===== src/rtl/ofdm_rx_cp_remover.sv =====
// OFDM receive CP remover: drops the training preamble after sync, then strips
// the cyclic prefix of each symbol and emits indexed FFT_LEN-sample blocks.
// Ports: clk, rst (sync, active-high); din_re/din_im/din_vld, sync_pulse,
//   sym_num in; dout_re/dout_im/dout_vld/dout_index, sym_start, sym_cnt,
//   frame_done, busy, err out.
// Optional macro RX_GAP_TIMEOUT_EN: abort the frame after GAP_MAX idle cycles.
module ofdm_rx_cp_remover #(
  parameter int DW        = 8,
  parameter int CP_LEN    = 16,
  parameter int FFT_LEN   = 64,
  parameter int TRAIN_LEN = 320,
  parameter int SYM_W     = 12,
  parameter int GAP_MAX   = 255
) (
  input  logic                       clk,
  input  logic                       rst,
  input  logic signed [DW-1:0]       din_re,
  input  logic signed [DW-1:0]       din_im,
  input  logic                       din_vld,
  input  logic                       sync_pulse,
  input  logic [SYM_W-1:0]           sym_num,
  output logic signed [DW-1:0]       dout_re,
  output logic signed [DW-1:0]       dout_im,
  output logic                       dout_vld,
  output logic [$clog2(FFT_LEN)-1:0] dout_index,
  output logic                       sym_start,
  output logic [SYM_W-1:0]           sym_cnt,
  output logic                       frame_done,
  output logic                       busy,
  output logic                       err
);

  localparam int IW = $clog2(FFT_LEN);
  localparam int L1 = (TRAIN_LEN > CP_LEN) ? TRAIN_LEN : CP_LEN;
  localparam int LM = (L1 > FFT_LEN) ? L1 : FFT_LEN;
  localparam int CW = $clog2(LM);

  typedef enum logic [2:0] {
    S_IDLE,
    S_TRAIN,
    S_CP,
    S_DATA,
    S_DONE
  } state_t;

  state_t            state, state_n;
  logic [CW-1:0]     samp, samp_n;
  logic [SYM_W-1:0]  sidx, sidx_n;
  logic [SYM_W-1:0]  lat, lat_n;
  logic [DW-1:0]     re_n, im_n;
  logic              vld_n, ss_n, fd_n, busy_n, err_n;
  logic [IW-1:0]     idx_n;
  logic [SYM_W-1:0]  cnt_n;
  logic              sync_ok, start;

`ifdef RX_GAP_TIMEOUT_EN
  localparam int GW = $clog2(GAP_MAX + 1);
  logic [GW-1:0]     gap, gap_n;
`else
  // Parameter kept so both builds share one parameter list.
  if (GAP_MAX < 0) begin : g_no_gap
  end
`endif

  assign sync_ok = din_vld & sync_pulse;

  always_comb begin
    state_n = state;
    samp_n  = samp;
    sidx_n  = sidx;
    lat_n   = lat;
    re_n    = dout_re;
    im_n    = dout_im;
    vld_n   = 1'b0;
    idx_n   = dout_index;
    ss_n    = 1'b0;
    cnt_n   = sym_cnt;
    // Status flags lag the state by one cycle, like the data path.
    fd_n    = (state == S_DONE);
    busy_n  = (state != S_IDLE);
    err_n   = 1'b0;
    start   = 1'b0;
`ifdef RX_GAP_TIMEOUT_EN
    gap_n   = gap;
`endif

    unique case (state)
      S_IDLE: begin
        if (sync_ok) start = 1'b1;
      end
      S_TRAIN: begin
        if (sync_ok) begin
          start = 1'b1;
          err_n = 1'b1;
        end else if (din_vld) begin
          if (samp == CW'(TRAIN_LEN - 1)) begin
            state_n = S_CP;
            samp_n  = '0;
          end else begin
            samp_n = samp + CW'(1);
          end
        end
      end
      S_CP: begin
        if (sync_ok) begin
          start = 1'b1;
          err_n = 1'b1;
        end else if (din_vld) begin
          if (samp == CW'(CP_LEN - 1)) begin
            state_n = S_DATA;
            samp_n  = '0;
          end else begin
            samp_n = samp + CW'(1);
          end
        end
      end
      S_DATA: begin
        if (sync_ok) begin
          start = 1'b1;
          err_n = 1'b1;
        end else if (din_vld) begin
          re_n  = din_re;
          im_n  = din_im;
          vld_n = 1'b1;
          idx_n = samp[IW-1:0];
          ss_n  = (samp == '0);
          cnt_n = sidx;
          if (samp == CW'(FFT_LEN - 1)) begin
            samp_n = '0;
            if (sidx == lat - SYM_W'(1)) begin
              state_n = S_DONE;
            end else begin
              sidx_n  = sidx + SYM_W'(1);
              state_n = S_CP;
            end
          end else begin
            samp_n = samp + CW'(1);
          end
        end
      end
      S_DONE: begin
        state_n = S_IDLE;
        if (sync_ok) start = 1'b1;
      end
      default: state_n = S_IDLE;
    endcase

    // The sync sample is preamble sample 0, so counting resumes at 1.
    if (start) begin
      state_n = S_TRAIN;
      samp_n  = CW'(1);
      sidx_n  = '0;
      cnt_n   = '0;
      lat_n   = (sym_num == '0) ? SYM_W'(1) : sym_num;
    end

`ifdef RX_GAP_TIMEOUT_EN
    if (din_vld || state == S_IDLE || state == S_DONE) begin
      gap_n = '0;
    end else if (gap == GW'(GAP_MAX - 1)) begin
      gap_n   = '0;
      state_n = S_IDLE;
      err_n   = 1'b1;
    end else begin
      gap_n = gap + GW'(1);
    end
`endif
  end

  always_ff @(posedge clk) begin
    if (rst) begin
      state      <= S_IDLE;
      samp       <= '0;
      sidx       <= '0;
      lat        <= '0;
      dout_re    <= '0;
      dout_im    <= '0;
      dout_vld   <= 1'b0;
      dout_index <= '0;
      sym_start  <= 1'b0;
      sym_cnt    <= '0;
      frame_done <= 1'b0;
      busy       <= 1'b0;
      err        <= 1'b0;
`ifdef RX_GAP_TIMEOUT_EN
      gap        <= '0;
`endif
    end else begin
      state      <= state_n;
      samp       <= samp_n;
      sidx       <= sidx_n;
      lat        <= lat_n;
      dout_re    <= re_n;
      dout_im    <= im_n;
      dout_vld   <= vld_n;
      dout_index <= idx_n;
      sym_start  <= ss_n;
      sym_cnt    <= cnt_n;
      frame_done <= fd_n;
      busy       <= busy_n;
      err        <= err_n;
`ifdef RX_GAP_TIMEOUT_EN
      gap        <= gap_n;
`endif
    end
  end

endmodule


===== config.mk =====
export PLATFORM = sky130hd
export DESIGN_NAME = ofdm_rx_cp_remover
export DESIGN_NICKNAME = d
export VERILOG_FILES = /design/src/rtl/ofdm_rx_cp_remover.sv
export SDC_FILE = /design/constraint.sdc
export NUM_CORES = 1
export LEC_CHECK = 0
export CAP_MARGIN = 20
export CORE_MARGIN = 5
export CORE_UTILIZATION = 57
export CTS_BUF_LIST = sky130_fd_sc_hd__clkbuf_4
export CTS_CLUSTER_DIAMETER = 100
export CTS_CLUSTER_SIZE = 20
export DETAILED_ROUTE_END_ITERATION = 6
export PLACE_DENSITY_LB_ADDON = 0.05
export SLEW_MARGIN = 20
export SYNTH_ARGS = -nofsm -noshare
export SYNTH_HDL_FRONTEND = slang
export SYNTH_SLANG_ARGS = --single-unit
export TNS_END_PERCENT = 5

===== constraint.sdc =====
create_clock -name clk -period 5.8 [get_ports clk]
set_input_delay 1.45 -clock clk [delete_from_list [all_inputs] [get_ports clk]]
set_output_delay 1.45 -clock clk [all_outputs]
set_load 0.1 [all_outputs]

# Yosys cells after proc, flatten, opt, wreduce, memory -nomap -nowiden
# Cells that the tools add are included.
# totals
word_cells	97
input_bits	32
ff_bits	75
out_inout_bits	39
# classes
bitwise	7
n_reduce_logical	18
n_addsub	3
n_eq_ne	27
muxes	27
# op_table
op	count
9-bit two-way mux	9
3-bit two-way mux	10
3-bit inequality test (second input constant)	9
9-bit one-hot mux with 3 select lines	1
2-bit inequality test (second input constant)	10
10-bit AND reduction	2
7-bit AND reduction	2
12-bit by 1-bit adder with 12-bit output (second input constant)	1
12-bit == test	1
12-bit zero test	1
12-bit two-way mux	1
3-bit one-hot mux with 4 select lines	1
12-bit by 1-bit subtractor with 12-bit output (second input constant)	1
9-bit by 1-bit adder with 9-bit output (second input constant)	1
9-bit by 4-bit == test with 1-bit output (second input constant)	1
9-bit by 6-bit == test with 1-bit output (second input constant)	1
9-bit == test (second input constant)	1
9-bit zero test	1
3-bit by 2-bit == test with 1-bit output (second input constant)	2
1-bit NOT	6
3-bit nonzero test	2
3-bit OR reduction	2
1-bit two-way mux	5
5-bit AND reduction	1
other kinds (9)	10

# Longest topological paths before layout
# Gate-level depths: netlist of the first run.
# depth
word_depth	8
mapped_depth	10
mapped_depth_nobuf	9

# Worst setup path before layout of the first run
# No wires, ideal clock.
# synth_timing
path_kind	input to register
start	input sync_pulse
end	register sidx[11]
t_required_ps	5730
cell_stages	8
setup_slack_ps	2613
path_buffers	1
setup_ps	70
arrival_ps	3117
path_cell_list	clkbuf_1 nand3b_1 nor2_2 nand2_1 nor3_2 o311ai_2 or4_1 a21oi_1
# synth_between
elab_chain_len	4
word_cells_on_any_way	6
classes_between	2 x mux; 2 x bitwise; 2 x reduce/logical
# synth_rtl
item	line	source
start, declared	20	input logic sync_pulse,
1-bit bitwise AND (*)	65	assign sync_ok = din_vld & sync_pulse;
1-bit two-way mux (2 in series)	--	
2-bit OR reduction (no line)	--	
end signal, assigned	191	sidx <= sidx_n;
end, declared	48	logic [SYM_W-1:0] sidx, sidx_n;
# Mark *: on every way between the ends. The rest lies on a longest branch, timed or not.
# A chain may end at the register's enable or synchronous reset.

# Final worst setup path of the first run
# layout_timing
start	register sym_cnt[0]
end	output sym_cnt[0]
# layout_rtl
item	line	source
start, declared	27	output logic [SYM_W-1:0] sym_cnt,
start signal, assigned	198	sym_cnt <= cnt_n;
# No word-level cell between the ends.

==> metrics.txt, run 1 <==
status=finished, final reports clean; Clock power frac=37.6%; sw frac=25.39%; max_cap viols=0; WP data arrival=~1.9 ns; slowest CP cell=clkdlybuf4s50_1; Post-route DRC=0; setup violators final=0; combinational power share=9.2%; share of cells above drive strength 1=5.253%; Gate Count Post-Synth=roughly 430; TritonCTS clock tree=built; dominant synthesized flop cell=dfxtp_1; CP endpoint kind=output port; Crit Path Class=flop to output port; maximum clock insertion buffer count=2; Worst-Margin Slew=1.002 ns; Power Internal=742.9 µW; drt first pass iters=4; CP Cell Sequence=clkdlybuf4s50_1; initial antenna violation count=0; CORE AREA=5851 µm²; number of global-route vias before repair=2969; Root Driver=clkbuf_4; WP buf/inv=1; Via density=5.468; wire length per cell=13.78 µm; final WL=7854 µm; FFs w/ async S/R, synth=0%; TritonCTS Buffers=9; Post-synth EDFFs=0; part of the power in registers=53.2%; Remaining Overflow, GRT=0; area growth from synthesis to layout=26.07%; Synthesis Warnings=0; Rel. slew slack=between 30% and 40%; IO buf count=70; P per Cell Area=between 200 and 250 nW/µm²; top cells by area, synth=dfxtp_1 44%, nand2_1 11%, a21oi_1 8.7%, xor2_1 3.1%, nor2_1 3.0%; Setup Fix Bufs, Post-CTS=0; Die H=around 87 µm; # hold bufs at CTS=0; detailed placer's ending HPWL=5663 µm; HP Class=flop to flop; Syn Nets=465; Critical Path Source Type=flop; vias after detailed routing=between 3000 and 4000; Post-DRT Antenna Nets=0; fin crit share=58.51%; IO Pins=~70; clock sink total=75; Nets=526; number of core rows=28; starting DRC count in detailed routing=around 150; first-pass GRT wire length=13370 µm; Reg clk slew, reported paths=about 0.13 ns; Yosys top cell area share=44.12%; peak supply drop=0.1776 mV; worst clock skew=0.009477 ns; Crit path largest cell delay=roughly 1.2 ns; # H-tree levels=3; Yosys reg bits=75; Mapped Area=3403 µm²; Max Clk Rate=294.7 MHz; crit-path leading delay family=buffers and inverters; Setup TNS Final=0 ns; die width=between 80 and 90 µm; Worst Path Max Fanout=2; Max Slew Vio Count=0; GP Congestion=around 0.79; Leak Pwr=approximately 1.4 nW; r2r setup slk=between 2 and 3 ns; largest net degree at the start of global routing=42; die area=7616 µm²; mean post-synth cell area=7.933 µm²; RSZ-0062 raised after global routing=no; all-layer global routing usage=between 20% and 30%; Fin. Hold Viols=0; post-synthesis cell type count=45; ANT cells=0; PostCTS Resize Cnt=0; min cycle time layout=~3.4 ns; total design power=995.8 µW; net switching power=252.8 µW; top cell type by total area after synthesis=dfxtp_1; clk_lat worst skew=0.43 ns; Seq/Total Area, Yosys=roughly 44%; WP data required=4.35 ns; Starting Density=58.17%
-- worst paths after layout --
kind                   start         end  depth (start not counted)
hold / removal    dout_im[1]  dout_im[1]                          2
setup reg to reg      lat[0]     sidx[8]                          9
hold reg to reg   dout_im[1]  dout_im[1]                          2
setup / recovery  sym_cnt[0]  sym_cnt[0]                          1
-- layout make-up --
class	instances	area, µm²
clock buffer	9	67.56
fill	492	1560
inverter	8	30.03
clock inverter	7	100.1
multi-input combinational	324	1782
sequential	75	1501
tap	75	93.84
timing repair buffer	72	715.7
-- synth_stat cells (8+ instances only) --
library cell  count
nor2_1           27
nand3_1           9
or3_1            11
clkbuf_1         18
xor2_1           12
inv_1             8
dfxtp_1          75
nand2_1         102
nor3_1           11
o21ai_0          12
a21oi_1          59
nor4_1            8
xnor2_1           8
-- flip-flops by register name (all words and copies together), names as in the netlist --
register,count
busy,1
dout_im,8
dout_index,6
dout_re,8
dout_vld,1
err,1
frame_done,1
lat,12
samp,9
sidx,12
state,3
sym_cnt,12
sym_start,1
-- placed cells by master (no fill, tap or decap), types with 2 or more instances in the layout --
cell,synthesis,routed
a211o_1,2,2
a211oi_1,2,2
a21oi_1,59,59
a22o_1,3,3
a311oi_1,2,2
a31oi_1,4,4
and2_1,5,5
and3_1,3,3
and4_1,3,3
buf_4,2,2
bufinv_16,0,2
clkbuf_4,0,9
clkdlybuf4s50_1,0,70
dfxtp_1,75,75
ha_1,4,4
inv_1,8,8
mux2i_1,2,2
nand2_1,102,102
nand2b_1,6,6
nand3_1,9,9
nand4_1,4,4
nor2_1,27,27
nor3_1,11,11
nor3b_1,3,3
nor4_1,8,8
o21ai_0,12,12
o31ai_1,5,5
or2_2,2,2
or3_1,11,11
xnor2_1,8,8
xor2_1,12,12
-- power by group through the flow --
stage,Combinational [mW],Clock [mW],Sequential (mW)
after global placement,0.0897,0,0.541
after CTS,0.0925,0.381,0.530
after detailed placement,0.0914,0,0.541
final,0.0921,0.374,0.530
after global routing,0.102,0.406,0.531
after floorplan,0.0557,0,0.542
-- per-stage QoR --
step	setup WS (ns)	hold slack (ns)	cells	instance area [µm²]	util, %
3_5_place_dp	2.039	0.4455	554	4123	70.47
2_1_floorplan	2.613	0.4478	429	3403	-
6_report	2.406	0.4612	570	4290	73.33
5_1_grt	2.270	0.4860	570	4290	73.33
3_3_place_gp	2.095	0.4416	554	4123	70.47
4_1_cts	2.384	0.4641	570	4290	73.33
-- cell families after synthesis --
kind of cell	after synthesis	synth area share [%]
adders and majority gates	4	1.471
AOI/OAI and AO/OA	97	17.46
DFF	75	44.12
and+or+nand+nor	201	27.68
buffers and inverters	30	3.529
xor gates and xnor gates	20	5.147
muxes	2	0.5883
-- layer usage --
layer | routed length (µm) | GRT usage (%) | vias to the layer above | share of wire (%)
met4 | 124 | 9.484 | 0 | 1.6
met3 | 293 | 4.163 | 14 | 3.7
met5 | 0 | 0 | - | 0
met2 | 4044 | 37.88 | 56 | 51
met1 | 3392 | 26.62 | 1438 | 43
li1 | - | - | 1609 | -
(Power assumes the default switching activity.)
==> run 2: changes to the inputs <==
CORE_UTILIZATION = 48   (was 57)
clock period = 3.1 ns   (was 5.8 ns; I/O delays follow)
==> metrics.txt, run 2 (synthesis results as in run 1) <==
Largest regs=lat (12), sidx (12), sym_cnt (12); Worst Hold Depth=2; Via density=5.302; peak supply drop=0.2367 mV; fin util=roughly 62%; number of core rows=30; share of cells above drive strength 1=roughly 14%; area growth from synthesis to layout=24.85%; # H-tree levels=3; IO Pins=between 70 and 80; Crit path largest cell delay=0.53 ns; P per Cell Area=around 420 nW/µm²; min cycle time layout=2.671 ns; CORE AREA=6832 µm²; worst clock skew=0.01661 ns; first-pass GRT wire length=13190 µm; Root Driver=clkbuf_4; clock sink total=75; Remaining Overflow, GRT=0; CP endpoint kind=flop; Reg area=1501 µm²; Rel. slew slack=55.32%; Register-to-Register Path Depth=8; uppermost layer routed=met4; Nets=533; vias after detailed routing=3165; largest net degree at the start of global routing=37; detailed placer's ending HPWL=5792 µm; Leak Pwr=between 1.5 and 2 nW; Setup TNS Final=0 ns; Critical Path Source Type=flop; net switching power=464.8 µW; WP data required=3.43 ns; met2 routed WL=~4000 µm; post-route cell area=4249 µm²; Power Internal=1.308 mW; starting DRC count in detailed routing=131; multi-input combinational cell area=1782 µm²; setup violators final=0; max_cap viols=0; GP Congestion=0.7931; initial antenna violation count=0; die area=8874 µm²; PostCTS Resize Cnt=0; # hold bufs at CTS=0; die width=94.20 µm; HP Class=flop to flop; most frequent cells in the layout=102 x nand2_1, 75 x dfxtp_1, 59 x a21oi_1, 47 x buf_4, 31 x clkdlybuf4s50_1; placed inst area=4116 µm²; sw frac=26.22%; Clock power frac=34.0%; maximum clock insertion buffer count=2; all-layer global routing usage=18.60%; slowest CP cell=o31ai_4; clk_lat worst skew=0.42 ns; final WL=7939 µm; WP data arrival=3.00 ns; wire length per cell=13.30 µm; TritonCTS clock tree=built; fin crit share=86.15%; Post-route DRC=0; ANT cells=0; Max Slew Vio Count=0; Worst Path Max Fanout=10; Fin. Hold Viols=0; commonest non-fill, non-tap cell in the layout=nand2_1; RSZ-0062 raised after global routing=no; setup ws final=0.4293 ns; Crit Path Class=flop to flop; final-layout fill cell count=643; WP buf/inv=1; WL met1=3467 µm; Setup Fix Bufs, Post-CTS=0; TritonCTS Buffers=9; CP Cell Sequence=inv_1 -> ha_1 -> a211o_1 -> a311oi_1 -> nand4b_1 -> o31ai_4 -> mux2i_1 -> nor2_1; combinational power share=10.1%; part of the power in registers=between 50% and 60%; wire length on met3=about 290 µm; number of global-route vias before repair=2963; Die H=94.20 µm; drt first pass iters=5; pre-CTS setup slack=0.2134 ns; Worst-Margin Slew=around 0.67 ns; Starting Density=49.82%; status=finished, final reports clean; Reg clk slew, reported paths=0.13 ns; Post-DRT Antenna Nets=0; Max Clk Rate=374.4 MHz; IO buf count=70; WP depth=8; crit-path leading delay family=compound AO/OA/AOI/OAI gates
==> run 2: cell count changes in the layout (fill, tap and decap cells not counted), sizes merged <==
cell / change
bufinv: -1
clkdlybuf4s50: -39
buf: +46
clkinvlp: -1
clkinv: +1
==> run 2: path summary, 6_finish.rpt <==
| check | to | start | slack (ns) |
|---|---|---|---|
| hold / removal | dout_re[4] | dout_re[4] | 0.46 |
| hold reg to reg | dout_re[4] | dout_re[4] | 0.46 |
| setup / recovery | sidx[1] | lat[0] | 0.43 |
| setup reg to reg | sidx[1] | lat[0] | 0.43 |
==> run 2: power by group through the flow <==
stage                     sequential [mW]  combinational (mW)  clock [mW]
after floorplan                      1.01               0.104           0
after global placement               1.01               0.177           0
after detailed placement             1.01               0.180           0
after CTS                           0.991               0.181       0.618
after global routing                0.994               0.199       0.667
final                               0.991               0.180       0.602
==> run 2: area by class of cell <==
type	count	share of cell area, %
Inverter	8	0.7067
Sequential cell	75	35.34
Tap cell	96	2.827
Clock inverter	6	1.531
Clock buffer	9	1.590
Timing Repair Buffer	79	16.08
Multi-Input combinational cell	324	41.93
==> run 2: routing by layer <==
layer  vias to the layer above  global-route usage [%]
met5                         -                       0
met4                         0                   8.905
met3                        11                   3.686
met2                        47                   32.39
met1                      1481                   21.70
li1                       1626                       -
==> run 2: tightest hold or removal path, delay by kind of cell, from the launching register on <==
family          cells  cell delay, ns
simple gates        1            0.05
flops               1            0.33
compound gates      1            0.05
==> run 2: stage by stage <==
stage | instances | hold slack (ns) | total power, mW
2_1_floorplan | 429 | 0.4478 | 1.118
3_3_place_gp | 582 | 0.4427 | 1.189
3_5_place_dp | 582 | 0.4478 | 1.193
4_1_cts | 597 | 0.4659 | 1.790
5_1_grt | 597 | 0.4893 | 1.859
6_report | 597 | 0.4619 | 1.773
